**config.mk**
```make
export PLATFORM = sky130hd
export DESIGN_NAME = lut_cfg_loader
export DESIGN_NICKNAME = d
export VERILOG_FILES = /design/src/rtl/lut_cfg_loader.sv
export SDC_FILE = /design/constraint.sdc
export NUM_CORES = 1
export LEC_CHECK = 0
export CORE_MARGIN = 4
export CORE_UTILIZATION = 40
export CTS_CLUSTER_SIZE = 12
export DETAILED_ROUTE_END_ITERATION = 6
export DONT_BUFFER_PORTS = 1
export GPL_TIMING_DRIVEN = 1
export HOLD_SLACK_MARGIN = 0.02
export PLACE_DENSITY_LB_ADDON = 0.2
export SYNTH_ARGS = -nofsm -noshare
export SYNTH_HDL_FRONTEND = slang
export SYNTH_SLANG_ARGS = --single-unit
```
**constraint.sdc**
```tcl
create_clock -name clock -period 6.45 [get_ports clock]
set_clock_uncertainty 0.15 [all_clocks]
set_input_delay 1.29 -clock clock [delete_from_list [all_inputs] [get_ports clock]]
set_output_delay 1.29 -clock clock [all_outputs]
set_load 0.01 [all_outputs]
```
**src/rtl/lut_cfg_loader.sv**
```systemverilog
// Deserializes a byte-wide LUT config stream (SYNC, COUNT, N x 5-byte frames, CHK) into 33-bit frame writes.
// Optional macro CFG_CHECKSUM_EN adds the trailing CHK byte and its verification before done/fabric_en.
module lut_cfg_loader #(
    parameter int          NUM_LUTS  = 7,
    parameter int          ADDR_W    = 3,
    parameter logic [7:0]  SYNC_BYTE = 8'hA5
) (
    input  logic              clock,
    input  logic              reset,
    input  logic [7:0]        in_data,
    input  logic              in_valid,
    output logic              in_ready,
    output logic              cfg_we,
    output logic [ADDR_W-1:0] cfg_addr,
    output logic [32:0]       cfg_data,
    output logic              done,
    output logic              error,
    output logic              fabric_en
);

    typedef enum logic [2:0] {HUNT, COUNT, FRAME, CHECK, DONE, ERR} state_t;

    localparam logic [7:0] MAX_N = 8'(NUM_LUTS);

    state_t              state, state_nxt;
    logic [7:0]          n_frames, n_frames_nxt;
    logic [7:0]          lut_idx, lut_idx_nxt;
    logic [2:0]          byte_idx, byte_idx_nxt;
    logic [7:0]          chk, chk_nxt;
    logic [31:0]         lut_buf, lut_buf_nxt;
    logic                we_nxt;
    logic [ADDR_W-1:0]   addr_nxt;
    logic [32:0]         data_nxt;
    logic                done_nxt, error_nxt;

    // Every state consumes bytes, so the loader never stalls the source.
    assign in_ready  = 1'b1;
    assign fabric_en = done;

    always_comb begin
        state_nxt    = state;
        n_frames_nxt = n_frames;
        lut_idx_nxt  = lut_idx;
        byte_idx_nxt = byte_idx;
        chk_nxt      = chk;
        lut_buf_nxt  = lut_buf;
        we_nxt       = 1'b0;
        addr_nxt     = cfg_addr;
        data_nxt     = cfg_data;
        done_nxt     = done;
        error_nxt    = error;

        if (in_valid) begin
            case (state)
                HUNT: begin
                    if (in_data == SYNC_BYTE) state_nxt = COUNT;
                end
                COUNT: begin
                    if (in_data == 8'd0 || in_data > MAX_N) begin
                        state_nxt = ERR;
                        error_nxt = 1'b1;
                        done_nxt  = 1'b0;
                    end else begin
                        n_frames_nxt = in_data;
                        chk_nxt      = in_data;
                        lut_idx_nxt  = 8'd0;
                        byte_idx_nxt = 3'd0;
                        state_nxt    = FRAME;
                    end
                end
                FRAME: begin
                    chk_nxt = chk ^ in_data;
                    if (byte_idx == 3'd4) begin
                        // Only b4 bit 0 is frame content; its upper bits only feed the checksum.
                        we_nxt       = 1'b1;
                        addr_nxt     = lut_idx[ADDR_W-1:0];
                        data_nxt     = {in_data[0], lut_buf};
                        lut_idx_nxt  = lut_idx + 8'd1;
                        byte_idx_nxt = 3'd0;
                        if (lut_idx == n_frames - 8'd1) begin
`ifdef CFG_CHECKSUM_EN
                            state_nxt = CHECK;
`else
                            state_nxt = DONE;
                            done_nxt  = 1'b1;
`endif
                        end
                    end else begin
                        lut_buf_nxt[{byte_idx[1:0], 3'b000} +: 8] = in_data;
                        byte_idx_nxt = byte_idx + 3'd1;
                    end
                end
`ifdef CFG_CHECKSUM_EN
                CHECK: begin
                    if (in_data == chk) begin
                        state_nxt = DONE;
                        done_nxt  = 1'b1;
                    end else begin
                        state_nxt = ERR;
                        error_nxt = 1'b1;
                    end
                end
`endif
                DONE, ERR: begin
                    if (in_data == SYNC_BYTE) begin
                        state_nxt = COUNT;
                        done_nxt  = 1'b0;
                        error_nxt = 1'b0;
                    end
                end
                default: state_nxt = HUNT;
            endcase
        end
    end

    always_ff @(posedge clock or posedge reset) begin
        if (reset) begin
            state    <= HUNT;
            n_frames <= 8'd0;
            lut_idx  <= 8'd0;
            byte_idx <= 3'd0;
            chk      <= 8'd0;
            lut_buf  <= 32'd0;
            cfg_we   <= 1'b0;
            cfg_addr <= '0;
            cfg_data <= 33'd0;
            done     <= 1'b0;
            error    <= 1'b0;
        end else begin
            state    <= state_nxt;
            n_frames <= n_frames_nxt;
            lut_idx  <= lut_idx_nxt;
            byte_idx <= byte_idx_nxt;
            chk      <= chk_nxt;
            lut_buf  <= lut_buf_nxt;
            cfg_we   <= we_nxt;
            cfg_addr <= addr_nxt;
            cfg_data <= data_nxt;
            done     <= done_nxt;
            error    <= error_nxt;
        end
    end

endmodule

```
* Yosys cells after proc, flatten, opt, wreduce, memory -nomap -nowiden
Index checks and enable logic that the tools add are counted.
Widths: inputs -> output; s select.
** Cells by class
- $add $sub $neg :: 4
- $lt $le $gt $ge :: 1
- Equality and inequality tests :: 13
- Shifts and indexed selects :: 2
- Mux-type cells :: 22
- Bitwise operators :: 2
- Reductions and logical operators :: 16
** Operator list (count)
- $bwmux 32 :: 1
- $shift 8x7->32 const A :: 1
- $shiftx 8x7->32 :: 1
- $mux 3 :: 6
- $mux 8 :: 2
- $pmux 8 s2 :: 1
- $reduce_and 3->1 :: 4
- $reduce_and 4->1 :: 3
- $ne 2x2->1 const B :: 5
- $eq 3x3->1 const B :: 3
- $pmux 3 s3 :: 1
- $add 8x1->8 const B :: 1
- $eq 8x8->1 :: 1
- $eq 8x8->1 const B :: 1
- $gt 8x3->1 const B :: 1
- $logic_not 8->1 :: 1
- $mux 1 :: 8
- $sub 8x1->8 const B :: 1
- $neg 5->7 :: 1
- $pmux 3 s2 :: 1
- $reduce_and 6->1 :: 1
- $reduce_bool 2->1 :: 2
- $add 3x1->3 const B :: 1
- $eq 3x1->1 const B :: 1
- other kinds (10) :: 11
** Word-level totals
- Register bits :: 93
- Output and inout bits :: 41
- Word-level logic and storage cells :: 70

* Depth between registers and ports, before layout
Gate-level depths: netlist of the first run.
- Word-level depth :: 5
- Mapped depth :: 9

* Worst setup path after synthesis of the first run
OpenSTA, ideal clock, no wires.
- Path kind :: input-to-reg
- Start :: input port in_data[3]
- End :: register lut_idx[3]
- Setup time :: 0.121 ns
- Arrival :: 2.299 ns
- Data required time :: 6.179 ns
- Slack :: 3.880 ns
- Stages :: 6
- Cell sequence :: nor3_1 -> nand4_1 -> a21oi_2 -> nand4_1 -> xor2_1 -> nor2_1
** On the way
- Longest elaborated chain between the ends :: 4
- Elaborated cells on any way between the ends :: 5
- Classes of those cells :: order compare: 1; eq/ne: 1; reduce/logical: 3
** Ends and longest elaborated chain
- from (decl) :: line 10 : input logic [7:0] in_data,
- $gt 8x3->1 or $logic_not 8->1 (tied branches) :: line 59 : if (in_data == 8'd0 || in_data > MAX_N) begin
- $logic_or 1x1->1 * :: line 59
- $ne 2x2->1 (no source line) *
- $reduce_and 4->1 (no source line) *
- to (signal assigned) :: line 132 : lut_idx <= lut_idx_nxt;
- to (decl) :: line 27 : logic [7:0] lut_idx, lut_idx_nxt;
Mark *: on every way between the ends. The rest lies on a longest branch, timed or not.
A chain may end at the register's enable or synchronous reset.

* Worst setup path in the final report of the first run
- Start :: register byte_idx[0]
- End :: register done
** On the way
- Longest elaborated chain between the ends :: 3
** Ends and longest elaborated chain
- from (decl) :: line 28 : logic [2:0] byte_idx, byte_idx_nxt;
- from (signal assigned) :: line 133 : byte_idx <= byte_idx_nxt;
- $eq 3x3->1 :: line 73 : if (byte_idx == 3'd4) begin
- $ne 2x2->1 (no source line)
- $reduce_and 6->1 (no source line)
- to (signal assigned) :: line 139 : done <= done_nxt;
- to (decl) :: line 16 : output logic done,
Every way passes these cells.

==> run metrics, run 1 <==
status finished, final reports clean; post-route insts no fill 514; delay-heaviest family, CP simple AND/OR/NAND/NOR gates; Worst Hold End lut_buf[25]; CTS-repair resized insts 0; CTS root buf clkbuf_8; worst vdd ir 205 uV; number of I/O pins 52; crit path kind flop to flop; Worst setup SP type flop; row cnt 36; share of layout cells above drive strength 1 16.0%; Synth Instances 378; vias after detailed routing 2596; share of the clock period used by the worst path 45.5%; hpwl dp 5.46 mm; DR iter-0 viols 118; sequential fraction of the synthesis area 56.8%; Distinct cells, synth 42; CTS max path bufs 2; crit path cell chain inv_1, ha_1, nand2_1, or2_1, nor2_4, nand4_1, a22oi_1; Tot Pwr 0.00174 W; Final setup viols 0; global-route wire length before repair 13.3 mm; top_reg_cell synth dfrtp_1; diode count 0; GRT Total Usage 14.5%; minimum clock period 2.93 ns; largest net degree at the start of global routing 65; syn_nets 397; Max-slew headroom 26.3%; placed inst area 4190 sq um; Worst EP required 6.57 ns; slowest stage delay, CP 0.84 ns; DRT Wirelength 8.09 mm; Die H 109 microns; min-delay src lut_buf[25]; H-tree levels 3; crit path from byte_idx[0]; worst r2r src byte_idx[0]; Reg2Reg Depth 7; worst skew pair latency 0.37 ns; worst reg2reg setup slack 3.52 ns; FF+latch count, synth 93; number of antenna violations at the first check in global routing 0; Post-CTS Hold Fix Bufs 0; final estimated routing congestion in global placement 0.783; area grow syn2layout 7.39%; post-layout instance area 4400 sq um; Slew @ Worst Pin 1.10 ns; Die Wd 109 microns; worst-path fanout max 40; starting density of the core 41.5%; Post-synth EDFFs 0; WHS Path Cells 2; die footprint 11900 sq um; clock buffer count from CTS 9; leakage 2.03 nW; slowest stage cell, crit path nor2_4; I/O Buffers 0; Worst setup EP type flop; final hold vios 0; placed cells 498; HP Class flop to flop; max-slew violations 0; GRT overflow 0; DRC viols 0; remaining antenna violation count 0; clock slew at reported path FFs 0.10 ns; asr flop ratio synth 100%; Avg Inst Size Synth 10.8 sq um; Peak Freq 341 MHz; Max Cap Viol 0; Arr. time, crit path 3.05 ns; clk sinks 93; RSZ-0062 raised after global routing false; First-pass DRT Iterations 4; Core ar. 9860 sq um; Final nets 395; post-DR wirelength/cell 15.7 microns; CTS tree done; Core Util, Final 44.6%; Warnings, synthesis 0; vias in the first global route 2510; DR vias/cell 5.05; post-route setup TNS 0 ns; FF-to-FF End done; CP bufs+invs 1; cell area after technology mapping 4100 sq um; setup repair bufs after CTS 0; pwr dens 396 nW/um^2
==> cells in the final DEF (no fill, tap or decap), types with 4 or more instances in the layout <==
master / Yosys / final
ha_1: 8 / 8
nand4_1: 7 / 7
nor2_1: 16 / 15
inv_1: 8 / 7
o21ai_0: 42 / 42
dfrtp_1: 93 / 93
mux2_2: 36 / 36
xor2_1: 9 / 9
clkbuf_8: 0 / 10
nand3_1: 4 / 4
nor3_1: 4 / 4
nand2_1: 85 / 85
and2_1: 4 / 4
xnor2_1: 6 / 6
nand2b_1: 5 / 5
==> final cells by class <==
cell class	count	area (sq um)
Clock buffer	10	138
Clock inverter	6	68.8
Inverter	8	31.3
Tap cell	133	166
Multi-Input combinational cell	263	1660
Fill cell	962	5470
Sequential cell	93	2330
Timing Repair Buffer	1	7.51
==> power breakdown <==
| part | internal [W] | switching (W) |
|---|---|---|
| logic | 0.000170 | 0.000210 |
| registers | 0.000773 | 0.000184 |
| clock network | 0.000193 | 0.000211 |
| total | 0.00114 | 0.000605 |
==> synth_stat cells, types with 3 or more instances <==
library cell / instances / area share [%]
xnor2_1: 6 / 1.3
buf_2: 9 / 1.1
and2_1: 4 / 0.61
nor2_1: 16 / 1.5
nor2b_1: 3 / 0.46
dfrtp_1: 93 / 57
and3_1: 3 / 0.46
nand4_1: 7 / 1.1
mux2_2: 36 / 9.9
nand3_1: 4 / 0.49
nand2_1: 85 / 7.8
a21oi_1: 3 / 0.37
o21ai_0: 42 / 5.1
inv_1: 8 / 0.73
xor2_1: 9 / 1.9
nor3b_1: 3 / 0.55
nand2b_1: 5 / 0.76
ha_1: 8 / 2.4
nor3_1: 4 / 0.49
==> routing by layer <==
layer  up-vias  global-route usage, %  wire length [microns]
met4         0                   4.54                    105
met5         -                      0                      0
met2        48                   22.0                   3630
li1       1268                      -                      -
met3        11                   5.21                    479
met1      1269                   19.6                   3880
==> per-stage QoR <==
stage | hold WS [ns] | setup WS, ns
after CTS | 0.338 | 3.48
after floorplan | 0.294 | 2.59
final | 0.333 | 3.52
after detailed placement | 0.315 | 3.37
after global routing | 0.350 | 3.21
after global placement | 0.311 | 3.42
==> state kept, by name, indices dropped and copies added, names as in the netlist <==
register	cells
state	3
lut_buf	32
cfg_data	33
done	1
error	1
n_frames	8
lut_idx	8
cfg_addr	3
cfg_we	1
byte_idx	3
==> kinds of logic after synthesis <==
logic type      after synthesis  synth area share [%]
mux                          38                  10.4
fa+ha+maj                     8                  2.44
simple gates                147                  17.0
flops                        93                  56.8
compound gates               54                  7.27
buf+inv                      22                  2.84
xor+xnor                     15                  3.21
other cells                   1                0.0915
==> worst reg2reg max path, delay by kind of cell (launching register included) <==
kind | cells | cell delay, ns
flops | 1 | 0.47
fa+ha+maj | 1 | 0.30
buf+inv | 1 | 0.19
simple gates | 4 | 1.48
compound gates | 1 | 0.25
==> worst max path at each step <==
stage	to	slack [ns]	cells past startpoint
6_report	done	3.52	7
5_1_grt	done	3.21	7
4_1_cts	done	3.48	7
3_5_place_dp	done	3.37	4
3_3_place_gp	done	3.42	4
2_1_floorplan	byte_idx[0]	2.59	1
Note: power is estimated with default switching activity, not from simulation.
==> inputs of run 2 (changes only) <==
- clock period: 6.45 -> 2.6 ns (I/O delays scaled with it)
==> run metrics, run 2 (synthesis results as in run 1) <==
placed cells 506 (was 498); Tot Pwr 0.00435 W (was 0.00174 W); commonest cells after routing, fill and taps aside dfrtp_1 (93), nand2_1 (84), o21ai_0 (42) (was dfrtp_1 (93), nand2_1 (85), o21ai_0 (42)); Arr. time, crit path 2.44 ns (was 3.05 ns); DRC viols 0 (unchanged); starting density of the core 41.5% (unchanged); Max Cap Viol 0 (unchanged); Worst setup SP type flop (unchanged); Final nets 404 (was 395); largest net degree at the start of global routing 65 (unchanged); Place WS 0.273 ns (was 3.37 ns); DRT Wirelength 8.10 mm (was 8.09 mm); CTS max path bufs 2 (unchanged); most common cell after layout, fill and taps aside dfrtp_1 (unchanged); Worst EP required 2.67 ns (was 6.57 ns); H-tree levels 3 (unchanged); CTS tree done (unchanged); Reg with most FFs cfg_data (unchanged); remaining antenna violation count 0 (unchanged); share of the clock period used by the worst path 91.2% (was 45.5%); max-slew violations 0 (unchanged); post-DR wirelength/cell 15.5 microns (was 15.7 microns); clock buffer count from CTS 9 (unchanged); row cnt 36 (unchanged); WHS 0.127 ns (was 0.333 ns); I/O Buffers 0 (unchanged); clock slew at reported path FFs 0.09 ns (was 0.10 ns); hpwl dp 5.54 mm (was 5.46 mm); setup repair bufs after CTS 0 (unchanged); pwr dens 968 nW/um^2 (was 396 nW/um^2); Core ar. 9860 sq um (unchanged); Die H 109 microns (unchanged); crit path kind flop to flop (unchanged); CP bufs+invs 1 (unchanged); delay-heaviest family, CP simple AND/OR/NAND/NOR gates (unchanged); DR iter-0 viols 157 (was 118); diode count 0 (unchanged); GRT overflow 0 (unchanged); share of layout cells above drive strength 1 17.2% (was 16.0%); area grow syn2layout 9.77% (was 7.39%); post-route insts no fill 522 (was 514); Final setup viols 0 (unchanged); vias after detailed routing 2655 (was 2596); met1 usage 20.0% (was 19.6%); Crit path top cell by count nand2_1; final estimated routing congestion in global placement 0.824 (was 0.783); number of antenna violations at the first check in global routing 0 (unchanged); worst skew pair latency 0.35 ns (was 0.37 ns); biggest regs cfg_data: 33 flops, lut_buf: 32 flops (unchanged); clk sinks 93 (unchanged); worst-path fanout max 16 (was 40); met3 Use GR 6.57% (was 5.21%); global-route wire length before repair 13.4 mm (was 13.3 mm); leakage 2.08 nW (was 2.03 nW); First-pass DRT Iterations 4 (unchanged); max reg flops 33 (unchanged); slowest stage cell, crit path dfrtp_1 (was nor2_4); setup ws final 0.230 ns (was 3.52 ns); GR peak layer met2 (unchanged); Die Wd 109 microns (unchanged); M2 GR Usage 20.3% (was 22.0%); worst vdd ir 385 uV (was 205 uV); final hold vios 0 (unchanged); GRT Total Usage 14.7% (was 14.5%); die footprint 11900 sq um (unchanged); placed inst area 4290 sq um (was 4190 sq um); status finished, final reports clean (unchanged); post-layout instance area 4500 sq um (was 4400 sq um); HP Class primary input to flop (was flop to flop); crit path cell chain inv_1, ha_1, nand2_1, nand2_1, nor2_1, nand2_1, nand2_1, o21ai_0 (was inv_1, ha_1, nand2_1, or2_1, nor2_4, nand4_1, a22oi_1); vias in the first global route 2607 (was 2510); RSZ-0062 raised after global routing true (was false); filler cell count 906 (was 962); Peak Freq 422 MHz (was 341 MHz); minimum clock period 2.37 ns (was 2.93 ns); DR vias/cell 5.09 (was 5.05); CTS root buf clkbuf_8 (unchanged); Worst setup EP type flop (unchanged); slowest stage delay, CP 0.46 ns (was 0.84 ns); number of I/O pins 52 (unchanged)
## run 2: changes by cell type in the layout (fill, tap and decap cells not counted), sizes merged
cell and delta:
inv -2, clkinv -2, clkinvlp +1, buf +8, dlygate4sd3 +1, clkbuf +2
## run 2: layout make-up
type	count	area (sq um)	area share (%)
Sequential cell	93	2330	51.8
Tap cell	133	166	3.70
Timing Repair Buffer	10	115	2.56
Multi-Input combinational cell	263	1660	37.0
Clock buffer	12	145	3.23
Clock inverter	3	46.3	1.03
Inverter	8	33.8	0.751
## run 2: per-layer routing
metal	vias up	part of all wire (%)
met5	-	0
met4	0	1.8
met3	12	10
met2	95	42
met1	1267	46
li1	1281	-
## run 2: per-stage QoR
stage	utilization, %	TNS (ns)
after floorplan	-	0
after global placement	43.5	0
after detailed placement	43.5	0
after CTS	45.6	0
after global routing	45.6	-0.112
final	45.6	0
## run 2: report_power, final
part           internal [W]  switching (W)
combinational      0.000484       0.000539
sequential          0.00192       0.000454
clock              0.000469       0.000485
## run 2: worst paths after layout
check                            start      endpoint  slack, ns  cells past startpoint
max                        byte_idx[0]   lut_buf[22]       0.23                      8
min                         in_data[2]   n_frames[2]       0.13                      2
max reg2reg                byte_idx[0]   lut_buf[22]       0.23                      8
min reg2reg                lut_buf[16]   lut_buf[16]       0.33                      2
max in group asynchronous        reset      state[1]       1.40                      3
min in group asynchronous        reset  cfg_data[27]       0.55                      3
## run 2: what timing repair did
action                                 in CTS  in global routing
hold buffers                                1                  0
gates resized for setup                     0                  1
setup endpoints to repair                   0                  4
endpoints found under the hold margin      91                  0
==> inputs of run 3 (changes only) <==
- ABC_CLOCK_PERIOD_IN_PS: not set -> 2600
- SKIP_LAST_GASP: not set -> 1
==> results of run 3 <==
Same layout as run 2: the final DEF is identical, and so are final timing and power.
==> variant 1, RTL diff (settings of run 1) <==
The 6 states of `state_t` get a Gray code encoding in 3 bits.
--- a/src/rtl/lut_cfg_loader.sv
+++ b/src/rtl/lut_cfg_loader.sv
@@ -18,7 +18,7 @@
     output logic              fabric_en
 );
 
-    typedef enum logic [2:0] {HUNT, COUNT, FRAME, CHECK, DONE, ERR} state_t;
+    typedef enum logic [2:0] {HUNT = 3'b000, COUNT = 3'b001, FRAME = 3'b011, CHECK = 3'b010, DONE = 3'b110, ERR = 3'b111} state_t;
 
     localparam logic [7:0] MAX_N = 8'(NUM_LUTS);
 
Formal check against the unedited RTL: same outputs for any inputs over 10 cycles, from zero or initial values and one cycle with reset high; not proved beyond that.
==> variant 1 against run 1 <==
  * Routed wire length is 15% higher
  * Setup slack better by 0.27 ns
  * Sequential cell count stayed put
  * Total power is 19% lower
  * Sequential share of layout area is 1.0 points lower
  * Cell area is 1.9% higher
  * Combinational power is 19% lower
  * Area after synthesis is 2.1% higher
  * Critical path type unchanged
==> variant 1: results (changes against run 1) <==
| Metric | Value |
|---|---|
| Slowest stage cell, crit path | `inv_1` |
| Cts bufs inserted | `9 (unchanged)` |
| Arrival time worst endpoint | `2.82 ns (-0.23 ns)` |
| Number of resized instances in the post-cts repair step | `0 (unchanged)` |
| GP Congestion | `0.8251 (+5.4%)` |
| Most frequent cells after synthesis | `nand2_1, dfrtp_1, o21ai_0` |
| Count of cell types in the netlist | `47 (+12%)` |
| Wire length of the first global-routing pass | `15510 um (+16%)` |
| Net switching power | `0.4687 mW (-23%)` |
| Leading registers by flop count | `cfg_data x33, lut_buf x32` |
| Cell count after placement | `580 (+16%)` |
| Slowest cell delay on critical path | `0.80 ns (-0.04 ns)` |
| Highest net fanout along the worst path | `33 (-18%)` |
| CTS clock-pin slew for the worst setup and hold paths | `0.09 ns` |
| Mux contribution to synthesized area | `0.01316 (-0.09069)` |
| Non-filler cells, final | `596 (+16%)` |
| Post-CTS Setup Inserts | `0 (unchanged)` |
| Final non-filler cell area | `4484 um2 (+1.9%)` |
| Filler Cells Inserted | `1041 (+8.2%)` |
| Share of total power in combinational logic | `0.218 (about the same)` |
| Max IR drop VDD | `0.1563 mV (-24%)` |
| Cell count after synthesis | `462 (+22%)` |
| Pre-CTS WS | `3.464 ns (+0.09823 ns)` |
| Register share of total power | `0.503 (-0.047)` |
| Post-synthesis compound-gate area fraction | `0.09839 (+0.02569)` |
| Most frequently used flop master after synthesis | `dfrtp_1` |
| WL/cell | `15.67 um (-0.45%)` |
| Clock Root Buffer | `clkbuf_8` |
| Cell area after placement | `4284 um2 (+2.2%)` |
| Maximum number of pins on one net before global-route repair | `57 (-12%)` |
| Vias after detailed routing | `3092 (+19%)` |
| Slew @ Worst Pin | `1.131 ns (+0.02713 ns)` |
| Main area contributors after synthesis | `dfrtp_1, nand2_1, o21ai_0, ha_1, o21ai_1` |
| Clock insertion delay at the later pin of the skew report | `0.36 ns` |
| 1st-pass router iterations | `5 (+1)` |
| Maximum number of buffers from clock root to sink | `2 (unchanged)` |
| Proportion of synthesized chip area in sequential cells | `0.5562 (-0.01189)` |
| Post-Synth Adder-Cell Area | `0.02691 (+0.002479)` |
| Dpl hpwl | `6486 um (+19%)` |
| Total number of H-tree levels | `3 (unchanged)` |
| Result of the run | `finished clean` |
| Xor and xnor fraction of the mapped netlist area | `0.01884 (-0.01323)` |
| Net count after synthesis | `482 (+21%)` |
| Number of input and output port buffers inserted | `0 (unchanged)` |
| Switching part of the total | `0.3316 (-0.01586)` |
| First DRT Iteration DRCs | `172 (+46%)` |
| Layout cell share with drive strength beyond 1 | `0.06087 (-0.09924)` |
| Antenna violations before repair | `0 (unchanged)` |
| Worst min-delay path category | `flop to flop` |
| Post-synthesis async set-or-reset flop share | `1.000 (unchanged)` |
| P_leak | `2.134 nW (+4.9%)` |
| Family with the most delay on the worst path | `buffers and inverters` |
| Aggregate global-route resource usage | `0.1656 (+0.02014)` |
| # diodes | `0 (unchanged)` |
| Synthesis Warnings | `0 (unchanged)` |
[variant 1: changes by cell type after synthesis, moves of 6 or more]
cell      change
buf_2         -6
clkbuf_1      +9
nand4_1       -6
mux2_2       -32
nor2_1        -6
nand2_1      +95
o21ai_0       -8
nand3_1       +7
o21ai_1      +15
[variant 1: per-layer routing]
layer  part of all wire  global-route usage  wire length (um)  up-vias
met4              0.011             0.04310               101        0
met5                  0                   0                 0        -
met2               0.47              0.2630              4360       80
met3              0.070             0.05009               651        9
li1                   -                   -                 -     1515
met1               0.45              0.2212              4228     1488
[variant 1: cell type report]
cell class / count / share of cell area
Multi-Input combinational cell: 339 / 0.3864
Clock buffer: 11 / 0.03153
Clock inverter: 5 / 0.01311
Inverter: 10 / 0.008650
Tap cell: 136 / 0.03795
Sequential cell: 93 / 0.5190
Timing Repair Buffer: 2 / 0.003348
[variant 1: final timing paths]
| check | start | end | slack (ns) | cells after the start |
|---|---|---|---|---|
| worst max-delay path | byte_idx[0]$_DFFE_PP0P_ | cfg_data[22]$_DFFE_PP0P_ | 3.78 | 7 |
| worst min-delay path | lut_buf[20]$_DFFE_PP0P_ | cfg_data[20]$_DFFE_PP0P_ | 0.32 | 2 |
| worst max register to register | byte_idx[0]$_DFFE_PP0P_ | cfg_data[22]$_DFFE_PP0P_ | 3.78 | 7 |
| worst min register to register | lut_buf[20]$_DFFE_PP0P_ | cfg_data[20]$_DFFE_PP0P_ | 0.32 | 2 |
| max in group asynchronous | reset | lut_buf[25]$_DFFE_PP0P_ | 4.29 | 2 |
| min in group asynchronous | reset | cfg_data[24]$_DFFE_PP0P_ | 0.73 | 1 |
[variant 1: worst min-delay path, delay by kind of cell (launching register included)]
family           cells  cell delay [ns]
AND/OR/NAND/NOR      2             0.10
flip-flops           1             0.35
==> variant 2, RTL diff (flow settings as in run 1) <==
Made on the original files. `ADDR_W`: 3 -> 2.
--- a/src/rtl/lut_cfg_loader.sv
+++ b/src/rtl/lut_cfg_loader.sv
@@ -2,7 +2,7 @@
 // Optional macro CFG_CHECKSUM_EN adds the trailing CHK byte and its verification before done/fabric_en.
 module lut_cfg_loader #(
     parameter int          NUM_LUTS  = 7,
-    parameter int          ADDR_W    = 3,
+    parameter int          ADDR_W    = 2,
     parameter logic [7:0]  SYNC_BYTE = 8'hA5
 ) (
     input  logic              clock,
Interface: changed (resized cfg_addr); port bits go from 52 to 51. No check against the original RTL was run, so the function may have changed too.
==> variant 2 against run 1 <==
  * Setup slack got worse by 0.015 ns
  * Total power rose by 3.9%
  * Sequential power fell by 0.8%
  * Worst hold slack got worse by 0.011 ns
  * Largest power group unchanged
  * Sequential cell count fell by 1
  * Area after synthesis rose by 0.70%
  * Synthesized cell count rose by 19%
  * Routed wire length rose by 11%
  * Cell area rose by 1.7%
  * Sequential share of layout area fell by 1.5 points
  * Register-to-register slack improved by 0.17 ns
  * Final cell count rose by 14%
==> variant 2: results (changes against run 1) <==
| Metric | Value |
|---|---|
| Total number of H-tree levels | `3 (unchanged)` |
| Count of cell types in the netlist | `43 (+2.4%)` |
| WL/cell | `15.36 um (-2.4%)` |
| Max-Slew Margin vs Limit | `0.2840 (+0.02151)` |
| Slowest stage cell, crit path | `nor3_4` |
| Post-synthesis compound-gate area fraction | `0.07765 (+0.004952)` |
| Clock insertion delay at the later pin of the skew report | `0.36 ns` |
| Result of the run | `finished clean` |
| Proportion of synthesized chip area in sequential cells | `0.5581 (-0.01003)` |
| Aggregate global-route resource usage | `0.1637 (+0.01832)` |
| Post-CTS Setup Inserts | `0 (unchanged)` |
| Clock Root Buffer | `clkbuf_8` |
| Beginning of the worst hold path | `lut_buf[20]$_DFFE_PP0P_` |
| Number of input and output port buffers inserted | `0 (unchanged)` |
| # diodes | `0 (unchanged)` |
| Maximum number of pins on one net before global-route repair | `56 (-14%)` |
| Cell area after placement | `4222 um2 (+0.69%)` |
| Final hold slack | `0.3211 ns (-0.01140 ns)` |
| Mux contribution to synthesized area | `0.01304 (-0.09081)` |
| R2R setup slack | `3.69 ns (+0.17 ns)` |
| Total Wirelength | `8972 um (+11%)` |
| R2R depth | `7 (unchanged)` |
| Wire length of the first global-routing pass | `15230 um (+14%)` |
| Max IR drop VDD | `0.1965 mV (-4.0%)` |
| Avg Vias per Cell | `5.005 (-0.90%)` |
| Arrival time worst endpoint | `3.04 ns (about the same)` |
| CTS clock-pin slew for the worst setup and hold paths | `0.08 ns (-0.02 ns)` |
| Pre-CTS WS | `3.118 ns (-0.2480 ns)` |
| Slowest cell delay on critical path | `0.51 ns (-0.33 ns)` |
| Most frequent cells after synthesis | `nand2_1, dfrtp_1, o21ai_0` |
| # nets final | `465 (+18%)` |
| GP Congestion | `0.7708 (-1.5%)` |
| Family with the most delay on the worst path | `simple AND/OR/NAND/NOR gates` |
| Dpl hpwl | `6081 um (+11%)` |
| Layout cell share with drive strength beyond 1 | `0.06430 (-0.09580)` |
| Switching part of the total | `0.3492 (+0.001776)` |
| First DRT Iteration DRCs | `204 (+73%)` |
| Antenna violations before repair | `0 (unchanged)` |
| Setup crit start | `in_data[3]` |
| Xor and xnor fraction of the mapped netlist area | `0.02972 (-0.002347)` |
| Cell count after placement | `568 (+14%)` |
| Post-synthesis async set-or-reset flop share | `1.000 (unchanged)` |
| Vias in the first global route | `3012 (+20%)` |
| Highest net fanout along the worst path | `14 (-65%)` |
| Net count after synthesis | `470 (+18%)` |
| Worst reg2reg endpoint | `cfg_data[23]$_DFFE_PP0P_` |
| Destination of the worst hold path | `cfg_data[20]$_DFFE_PP0P_` |
| P_leak | `2.154 nW (+5.9%)` |
| Average cell area after synthesis | `9.147 um2 (-16%)` |
| Main area contributors after synthesis | `dfrtp_1, nand2_1, o21ai_0, ha_1, xnor2_1` |
| Post-Synth Adder-Cell Area | `0.02426 (-0.0001705)` |
## variant 2: changes by cell type in the layout (fill, tap and decap cells not counted), moves of 5 or more
cell	delta
nand2_1	+94
nand4_1	-7
nor4_1	+5
nand3_1	+5
mux2_2	-33
nand2b_1	-5
xor2_1	-6
nor2b_1	+6
xnor2_1	+5
## variant 2: cell families after synthesis
logic type,after synthesis
AOI/OAI and AO/OA,58
DFF,92
buffers and inverters,27
and+or+nand+nor,246
muxes,5
xor gates and xnor gates,14
other,1
adders and majority gates,8
## variant 2: worst max-delay path by stage
stage	end	slack, ns
floorplan	byte_idx[0]$_DFFE_PP0P_	2.62
global placement	n_frames[1]$_DFFE_PP0P_	3.16
detailed placement	n_frames[2]$_DFFE_PP0P_	3.12
CTS	n_frames[0]$_DFFE_PP0P_	3.50
global route	cfg_data[23]$_DFFE_PP0P_	3.30
finish	n_frames[0]$_DFFE_PP0P_	3.50
## variant 2: worst min-delay path: cells and delay by family, from the launching register on
family,cells,cell delay (ns)
DFF,1,0.35
and+or+nand+nor,2,0.10
## variant 2: metal layers
metal / GRT usage / part of all wire / vias to the layer above
li1: - / - / 1467
met1: 0.2279 / 0.46 / 1378
met2: 0.2493 / 0.45 / 68
met3: 0.04521 / 0.073 / 10
met4: 0.04898 / 0.012 / 0
met5: 0 / 0 / -
## variant 2: cell type report
class                      count  area [um2]
clock buffer                  10       137.6
clock inverter                 6       116.4
fill                         984        5434
inverter                       9       35.03
multi-input combinational    332        1703
sequential                    92        2302
tap                          133       166.4
timing repair buffer           2       15.01
## variant 2: power groups by stage
stage | combinational (mW) | sequential [mW] | clock (mW)
5_1_grt | 0.457 | 0.977 | 0.511
4_1_cts | 0.389 | 0.953 | 0.495
3_5_place_dp | 0.387 | 0.963 | 0
6_report | 0.384 | 0.949 | 0.476
3_3_place_gp | 0.376 | 0.955 | 0
2_1_floorplan | 0.313 | 0.917 | 0
